## config.mk

```make
export PLATFORM = sky130hd
export DESIGN_NAME = mux8way_rr_collector_flat
export DESIGN_NICKNAME = d
export VERILOG_FILES = /design/src/rtl/mux8way_rr_collector_if.sv /design/src/rtl/mux8way_rr_collector.sv /design/src/flat_wrapper.sv
export SDC_FILE = /design/constraint.sdc
export NUM_CORES = 1
export LEC_CHECK = 0
export BUFFER_PORTS_ARGS = -buffer_cell sky130_fd_sc_hd__buf_2
export CAP_MARGIN = 20
export CORE_UTILIZATION = 40
export CTS_CLUSTER_SIZE = 16
export DETAILED_ROUTE_END_ITERATION = 7
export PLACE_DENSITY = 0.74
export SKIP_CTS_REPAIR_TIMING = 1
export SYNTH_ARGS = -nofsm -noshare
export SYNTH_HDL_FRONTEND = slang
export SYNTH_SLANG_ARGS = --single-unit
```

## constraint.sdc

```tcl
create_clock -name clk -period 12.3 [get_ports clk]
set_clock_uncertainty 0.05 [all_clocks]
set_input_delay 1.23 -clock clk [delete_from_list [all_inputs] [get_ports clk]]
set_output_delay 1.23 -clock clk [all_outputs]
set_load 0.05 [all_outputs]
```

## src/rtl/mux8way_rr_collector_if.sv

```systemverilog
// Gather bus for the 8-to-1 round-robin collector.
// Per-channel valid/ready/data in; one tagged word out.
interface mux8way_rr_collector_if #(
  parameter int WIDTH = 16
);
  logic [7:0]         in_valid;
  logic [8*WIDTH-1:0] in_data;
  logic [7:0]         in_ready;
  logic               out_valid;
  logic [WIDTH-1:0]   out_data;
  logic [2:0]         out_sel;
  logic               out_ready;

  modport master (
    output in_valid, in_data, out_ready,
    input  in_ready, out_valid, out_data, out_sel
  );

  modport slave (
    input  in_valid, in_data, out_ready,
    output in_ready, out_valid, out_data, out_sel
  );
endinterface

```

## src/rtl/mux8way_rr_collector.sv

```systemverilog
// 8-to-1 round-robin collector with a registered, tagged output.
// Reloads on the drain cycle, so it sustains one word per cycle.
module mux8way_rr_collector #(
  parameter int WIDTH = 16
) (
  input logic                   clk,
  input logic                   reset,
  mux8way_rr_collector_if.slave bus
);

  typedef enum logic {EMPTY, FULL} state_e;

  state_e           state_q, state_d;
  logic [WIDTH-1:0] data_q, data_d;
  logic [2:0]       sel_q, sel_d;
  logic [2:0]       ptr_q, ptr_d;

  logic       load;
  logic       grant;
  logic [2:0] gidx;
  logic [2:0] idx;
  logic [7:0] gnt;

  // Walk from farthest to nearest offset so the
  // nearest requester at or after ptr wins.
  always_comb begin
    load  = (state_q == EMPTY) | bus.out_ready;
    grant = 1'b0;
    gidx  = ptr_q;
    idx   = '0;
    for (int i = 7; i >= 0; i--) begin
      idx = ptr_q + 3'(i);
      if (bus.in_valid[idx]) begin
        grant = 1'b1;
        gidx  = idx;
      end
    end
    gnt = '0;
    if (load && grant && !reset) begin
      gnt = 8'b1 << gidx;
    end
  end

  always_comb begin
    state_d = state_q;
    data_d  = data_q;
    sel_d   = sel_q;
    ptr_d   = ptr_q;
    if (load) begin
      if (grant) begin
        state_d = FULL;
        data_d  = bus.in_data[gidx*WIDTH +: WIDTH];
        sel_d   = gidx;
        ptr_d   = gidx + 3'd1;
      end else begin
        state_d = EMPTY;
      end
    end
  end

  always_ff @(posedge clk) begin
    if (reset) begin
      state_q <= EMPTY;
      data_q  <= '0;
      sel_q   <= '0;
      ptr_q   <= '0;
    end else begin
      state_q <= state_d;
      data_q  <= data_d;
      sel_q   <= sel_d;
      ptr_q   <= ptr_d;
    end
  end

  assign bus.in_ready  = gnt;
  assign bus.out_valid = (state_q == FULL);
  assign bus.out_data  = data_q;
  assign bus.out_sel   = sel_q;

endmodule
```

## src/flat_wrapper.sv

```systemverilog
// flat-port wrapper written by rule: the top's interface ports become plain ports
module mux8way_rr_collector_flat 
#(
  parameter int WIDTH = 16
)
  (clk, reset, bus_in_valid, bus_in_data, bus_out_ready, bus_in_ready, bus_out_valid, bus_out_data, bus_out_sel);
  mux8way_rr_collector_if #(.WIDTH(WIDTH)) bus_i ();
  input logic clk;
  input logic reset;
  input wire logic [$bits(bus_i.in_valid)-1:0] bus_in_valid;
  input wire logic [$bits(bus_i.in_data)-1:0] bus_in_data;
  input wire logic [$bits(bus_i.out_ready)-1:0] bus_out_ready;
  output wire logic [$bits(bus_i.in_ready)-1:0] bus_in_ready;
  output wire logic [$bits(bus_i.out_valid)-1:0] bus_out_valid;
  output wire logic [$bits(bus_i.out_data)-1:0] bus_out_data;
  output wire logic [$bits(bus_i.out_sel)-1:0] bus_out_sel;
  assign bus_i.in_valid = bus_in_valid;
  assign bus_i.in_data = bus_in_data;
  assign bus_i.out_ready = bus_out_ready;
  assign bus_in_ready = bus_i.in_ready;
  assign bus_out_valid = bus_i.out_valid;
  assign bus_out_data = bus_i.out_data;
  assign bus_out_sel = bus_i.out_sel;
  mux8way_rr_collector #(.WIDTH(WIDTH)) u_core (.clk(clk), .reset(reset), .bus(bus_i));
endmodule
```

# Word-level counts from Yosys, hierarchy flattened
# Index checks and enable logic that the tools add are counted.
# classes
add_sub_neg	8
mul	0
div_mod_pow	0
n_lt_le_gt_ge	8
n_eq_ne	0
n_shift	2
mux	34
bitwise	2
reduce_logical	4
# op_table
cell	count
indexed part select 128 x 8 -> 16 bit	1
less-than comparator 3 x 4 -> 1 bit, second input constant	8
binary-select mux 1 bit (select 3 bit)	8
two-way mux 3 bit	8
two-way mux 1 bit	17
adder 3 bit, second input constant	4
two-way mux 8 bit	1
left shift 1 x 3 -> 8 bit, first input constant	1
adder 3 x 1 -> 3 bit, second input constant	2
adder 3 x 2 -> 3 bit, second input constant	2
logical AND 1 bit	2
AND reduction 2 bit	1
zero test 1 bit	1
inverter 1 bit	1
bitwise OR 1 bit	1
# word_totals
register_bits	23
latchBits	0
mem_bits_rw	0
mem_bits_ro	0
out_inout_bits	28
memories	0

# Logic depth before layout (Yosys ltp)
# Gate-level depths: netlist of the first run.
# logic_depth
word_depth	14
mapped_depth	16
depth_no_buf	11

# Worst setup path before layout of the first run
# OpenSTA, ideal clock, no wires.
# synth_timing
kind	reg2out
start	register u_core.ptr_q[0]
end	output port bus_in_ready[2]
t_arrival_ns	4.318
t_required_ns	11.020
slack_ns	6.702
path_stages_with_launch	14
n_path_buf	5
cell_sequence	dfxtp_1 buf_6 clkbuf_1 inv_1 ha_1 clkbuf_1 mux4_2 mux2_2 o311ai_1 a41oi_1 a21o_1 buf_2 buf_1 nor3_1
# synth_via
elab_chain_len	14
word_cells_on_any_way	43
# synth_rtl
item	line	rtl
start: declaration	mux8way_rr_collector.sv:16	logic [2:0] ptr_q, ptr_d;
start signal: assignment	mux8way_rr_collector.sv:71	ptr_q <= ptr_d;
adder 3 bit	mux8way_rr_collector.sv:32	idx = ptr_q + 3'(i);
binary-select mux 1 bit (select 3 bit)	mux8way_rr_collector.sv:33	if (bus.in_valid[idx]) begin
two-way mux 1 bit (not written as such)	mux8way_rr_collector.sv:33	
two-way mux 1 bit (8 in a row)	mux8way_rr_collector.sv:33	
logical AND 1 bit (2 in a row)	mux8way_rr_collector.sv:39	if (load && grant && !reset) begin
two-way mux 8 bit *	mux8way_rr_collector.sv:39	
end: declaration	flat_wrapper.sv:13	output wire logic [$bits(bus_i.in_ready)-1:0] bus_in_ready;
# Mark *: on every way between the ends. The rest lies on a longest branch, timed or not. The select of a mux whose other input is x is not followed.

# Worst setup path in the final report of the first run
# layout_timing
start	register u_core.ptr_q[0]
end	output port bus_in_ready[5]
# The elaborated chain is that of the path after synthesis.

==> flow_summary_export.csv, run 1 <==
group,metric,value,unit
place,dpl_cell_area,3690,sq um
global_route,grt_max_degree,68,
status,outcome,"completed",
synthesis,netlist_instances,346,
timing,fmax,164,MHz
route,drt_wl_total,9230,um
clock_tree,cts_max_level,1,
final_layout,fin_util,0.547,
place,numPortBuffers,166,
pwr,power.density,338,nW/um^2
setup_path,cp-end-kind,"output pin",
global_route,overflow,0,
floorplan,num_rows,30,
min_path,hold_class,"register to register",
synthesis,synth.top_cell.area_share,0.270,
synthesis,yosys.area.top_type,"mux2i_1",
timing,setup_tns,0,ns
final_layout,final_layout_size_suffix_gt1_frac,0.396,
floorplan,die_area,7490,sq um
final_layout,area_growth,30.6,%
pwr,clockPowerShare,0.038,
floorplan,dieWidth,86.5,um
pwr,p_comb_frac,0.855,
clock_tree,cts_root_buf,"clkbuf_8",
timing,slew_headroom,0.297,
pwr,p_leak,2.01,nW
min_path,holdPathStages,2,
route,num_vias,3236,
global_route,first_global_vias,2898,
synthesis,synth_seq_cells,23,
route,drt_iter0_drc,213,
flow_run,cap_viol_max_count,0,
synthesis,synth.distinct_cells,53,
clock_tree,clockBufferDepth,2,
route,viasPerCell,5.50,
setup_path,worstPathArrival,4.82,ns
clock_tree,clock_latency,0.26,ns
route,drc,0,
synthesis,synth.area.top_cells,"mux2i_1 27%, dfxtp_1 16%, mux4_2 6.3%",
pwr,p_sw_frac,0.562,
route,wl_per_cell,15.7,um
setup_path,slowest_stage,"dfxtp_1",
place,dp_hpwl,7370,um
clock_tree,cts_sinks,23,
timing,hold_ws,0.453,ns
setup_path,max_stage_delay,0.89,ns
clock_tree,cts_tree,"built",
synthesis,seq_area_frac_synth,0.161,
setup_path,reg2reg_slack,7.33,ns
pwr,power.internal,0.553,mW
min_path,min_from,"u_core.bus.out_valid",
clock_tree,cts_buffers,3,
floorplan,coreArea,6830,sq um
pwr,seq_power_share,0.107,
timing,fin_crit,6.10,ns
synthesis,synth_edf_count,0,
synthesis,synthArstFlopShare,0,
global_route,gr-usage-all-layers,0.237,
setup_path,critical_path_class,"register to output pin",
setup_path,cp-startpoint,"u_core.ptr_q[0]",
timing,setup_viol,0,
pwr,switchingPower,0.708,mW
timing,hold_viol,0,
synthesis,avgSynthCellArea,8.26,sq um
synthesis,synthTopCellsByCount,"77 x mux2i_1, 41 x nand2_1, 27 x a21oi_1",
timing,worstMarginPinSlew,1.06,ns
timing,fin_crit_sh,0.496,
min_path,holdPathEnd,"u_core.bus.out_valid",
synthesis,syn_area,2860,sq um
pwr,peakVddDrop,0.246,mV
floorplan,die_h,86.5,um
route,antenna_left,0,
place,place_congestion,0.988,
setup_path,cp_cell_sequence,"inv_1 > ha_1 > mux4_2 > mux2i_1 > o211ai_1 > a41oi_1 > a21o_1 > nand3_1 > nor2_1 > buf_2",
setup_path,crit_path_start_kind,"register",
floorplan,initial_core_util,0.418,
setup_path,crit_required,11.02,ns
clock_tree,clk_pin_slew,0.08,ns
final_layout,num_antenna_cells,0,
route,drt_first_pass_iters,4,
global_route,grt_pass1_wl,14000,um
setup_path,crit_fanout,19,
synthesis,yosysWarnings,0,
final_layout,nets,636,
setup_path,r2r_start,"u_core.ptr_q[0]",
timing,rsz0062_at_grt,"false",
floorplan,io_pins,167,
timing,maxSlewViolCount,0,
setup_path,r2r_cells,11,
synthesis,synthFlopType,"dfxtp_1",
global_route,antenna_found_initial,0,
final_layout,design_area,3730,sq um
setup_path,timing.rr.end,"u_core.bus.out_data[12]",
synthesis,synth_most_common_cell,"mux2i_1",
synthesis,syn_nets,489,
==> worst max-delay path by stage <==
stage	slack, ns	cells after the start	to
2_1_floorplan	6.70	13	bus_in_ready[2]
3_3_place_gp	6.75	10	bus_in_ready[5]
3_5_place_dp	6.52	10	bus_in_ready[5]
4_1_cts	6.21	10	bus_in_ready[5]
5_1_grt	5.87	10	bus_in_ready[5]
6_report	6.20	10	bus_in_ready[5]
==> critical path: cells and delay by family (launching register included) <==
family,cells,cell delay [ns]
compound gates,3,0.96
fa+ha+maj,1,0.55
buf+inv,2,0.51
flops,1,0.89
mux,2,0.93
simple gates,2,0.70
==> metrics by stage <==
stage | power [mW] | setup slack [ns] | instances
after floorplan | 1.03 | 6.70 | 346
after global placement | 1.19 | 6.75 | 584
after detailed placement | 1.21 | 6.52 | 584
after CTS | 1.26 | 6.21 | 588
after global routing | 1.35 | 5.87 | 588
final | 1.26 | 6.20 | 588
==> logic make-up (layout without fill, tap and decap cells) <==
family / count (synthesis) / count (layout) / share of synthesized area
buf+inv: 35 / 181 / 0.0678
simple gates: 95 / 95 / 0.150
flops: 23 / 23 / 0.161
compound gates: 91 / 91 / 0.225
mux: 91 / 91 / 0.358
xor+xnor: 7 / 7 / 0.0214
fa+ha+maj: 4 / 4 / 0.0175
==> cell usage in the layout, fill, tap and decap left out, types with 2 or more instances in the layout <==
cell type and n:
and2_1 3, dfxtp_1 23, mux4_2 8, clkbuf_8 3, o31ai_1 16, o21ai_0 6
o221ai_1 2, xnor2_1 4, ha_1 4, o211ai_1 3, nand3_1 4, o21ai_1 3
a21oi_1 26, nor2_1 23, buf_4 4, o2111ai_1 2, xor2_1 3, mux2i_1 77
a22o_1 2, nand2b_1 2, inv_1 7, a221oi_1 2, buf_2 166, mux2_2 5
nor3_1 12, nand2_1 41, a211o_1 15
==> power groups by stage <==
stage,logic [mW],registers (mW),clock network [mW]
detailed placement,1.07,0.136,0
finish,1.08,0.135,0.0479
global route,1.16,0.140,0.0516
floorplan,0.830,0.201,0
CTS,1.07,0.135,0.0488
global placement,1.06,0.135,0
==> routing by layer <==
layer  wire length [um]  vias up  share of wire  global-route usage
li1                   -     1595              -                   -
met1               3970     1503           0.43               0.310
met2               4680      130           0.51               0.420
met3                490        8          0.053              0.0295
met4                 87        0         0.0094              0.0470
met5                  0        -              0                   0
==> layout make-up <==
cell class / count / area (sq um)
multi-input combinational: 288 / 2220
clock buffer: 3 / 41.3
sequential: 23 / 460
tap: 96 / 120
fill: 653 / 3100
clock inverter: 1 / 5.00
timing repair buffer: 170 / 861
inverter: 7 / 26.3
==> state kept, by name, indices dropped and copies added (netlist names) <==
signal	flops
u_core.bus.out_valid	1
u_core.ptr_q	3
u_core.bus.out_data	16
u_core.bus.out_sel	3
(Power assumes the default switching activity.)
==> inputs of run 2 (changes only) <==
PLACE_DENSITY = 0.77   (was 0.74)
clock period = 4.9 ns   (was 12.3 ns; I/O delays follow)
==> flow_summary_export.csv, run 2 (synthesized netlist as in run 1, its figures left out) <==
group,metric,value,unit
status,outcome,"completed",
timing,rsz0062_at_grt,"false",
place,dp_hpwl,7400,um
clock_tree,cts_tree,"built",
final_layout,mostFrequentLayoutCell,"buf_2",
setup_path,crit_required,4.36,ns
setup_path,cp-end-kind,"output pin",
place,numPortBuffers,166,
route,num_vias,3247,
route,top_layer,"met4",
timing,setup_viol,0,
final_layout,final-seq-area,460,sq um
final_layout,final_cell_mix,"166 x buf_2, 77 x mux2i_1, 41 x nand2_1",
floorplan,die_area,7490,sq um
setup_path,r2r_cells,11,
global_route,first_global_vias,3098,
timing,setup_tns,0,ns
route,drt_wl_total,9120,um
route,drt_first_pass_iters,5,
global_route,antenna_found_initial,0,
clock_tree,clockBufferDepth,2,
global_route,gr-usage-all-layers,0.237,
timing,hold_ws,0.447,ns
min_path,holdPathEnd,"u_core.bus.out_sel[0]",
global_route,grt_max_degree,40,
setup_path,reg2reg_slack,1.02,ns
pwr,p_leak,2.05,nW
final_layout,largest_reg_flops,16,
floorplan,coreArea,6830,sq um
setup_path,crit_path_start_kind,"register",
min_path,min_from,"u_core.bus.out_sel[0]",
pwr,peakVddDrop,0.551,mV
setup_path,r2r_start,"u_core.ptr_q[1]",
floorplan,die_h,86.5,um
clock_tree,clk_pin_slew,0.08,ns
timing,worstMarginPinSlew,0.706,ns
clock_tree,cts_sinks,23,
route,drc,0,
floorplan,io_pins,167,
place,dpl_cell_area,3750,sq um
timing,slew_headroom,0.516,
route,met1Wirelength,3920,um
final_layout,num_antenna_cells,0,
min_path,holdPathStages,2,
clock_tree,cts_max_level,1,
setup_path,worstPathArrival,3.63,ns
timing,fin_crit_sh,0.850,
timing,fmax,240,MHz
floorplan,initial_core_util,0.418,
pwr,power.density,852,nW/um^2
floorplan,num_rows,30,
setup_path,timing.rr.end,"u_core.bus.out_data[8]",
setup_path,critical_path_class,"register to output pin",
global_route,grt_pass1_wl,14200,um
flow_run,cap_viol_max_count,0,
clock_tree,cts_buffers,3,
timing,maxSlewViolCount,0,
final_layout,nets,643,
final_layout,area_growth,32.9,%
clock_tree,clock_latency,0.26,ns
floorplan,dieWidth,86.5,um
min_path,hold_class,"register to register",
route,wl_met2,4730,um
timing,fin_crit,4.17,ns
clock_tree,cts_root_buf,"clkbuf_8",
final_layout,design_area,3800,sq um
route,viasPerCell,5.46,
setup_path,crit_fanout,28,
final_layout,nFillCells,645,
route,wl_per_cell,15.3,um
route,wl_met3,379,um
route,antenna_left,0,
final_layout,multi_input_area,2220,sq um
timing,hold_viol,0,
global_route,overflow,0,
route,drt_iter0_drc,112,
place,place_congestion,0.892,
final_layout,final_layout_size_suffix_gt1_frac,0.405,
run 2: worst max-delay path by stage:
stage / cells past startpoint / slack, ns / end / from
finish: 10 / 0.73 / bus_in_ready[1] / u_core.ptr_q[1]
global placement: 11 / 1.08 / bus_in_ready[6] / u_core.ptr_q[1]
CTS: 11 / 0.75 / bus_in_ready[6] / u_core.ptr_q[1]
floorplan: 13 / 0.04 / bus_in_ready[2] / u_core.ptr_q[0]
global route: 11 / 0.47 / bus_in_ready[4] / u_core.ptr_q[0]
detailed placement: 11 / 1.05 / bus_in_ready[4] / u_core.ptr_q[1]
run 2: critical path, stage by stage (launching register included):
cell and delay [ns]:
dfxtp_1 0.33, inv_1 0.11, ha_1 0.49, mux4_2 0.44, mux2_4 0.33, a211oi_1 0.35, nor3_1 0.15, a311oi_4 0.37
buf_4 0.45, nor2_1 0.09, buf_2 0.22
run 2: routing by layer:
layer	vias up	GRT usage
met5	-	0
met2	121	0.425
met3	8	0.0276
met4	0	0.0682
met1	1507	0.298
li1	1611	-
run 2: area by class of cell:
class                   count  area share
clock inverters             1     0.00132
multi-input cells         288       0.584
flip-flops and latches     23       0.121
repair buffers            177       0.244
inverters                   7     0.00692
well taps                  96      0.0316
clock buffers               3      0.0109
run 2: power breakdown:
group	switching (mW)	internal, mW	leakage (nW)
Combinational	1.69	1.12	1.83
Clock	0.0638	0.0569	0.0255
Sequential	0.0415	0.264	0.191
Total	1.79	1.44	2.05
run 2: per-stage QoR:
step                      cells  utilization  worst slack (ns)  total power [mW]
after floorplan             346            -            0.0417              2.59
after global placement      591        0.549              1.08              3.06
after detailed placement    591        0.549              1.05              3.10
after CTS                   595        0.556             0.749              3.23
after global routing        595        0.556             0.468              3.48
final                       595        0.556             0.734              3.24
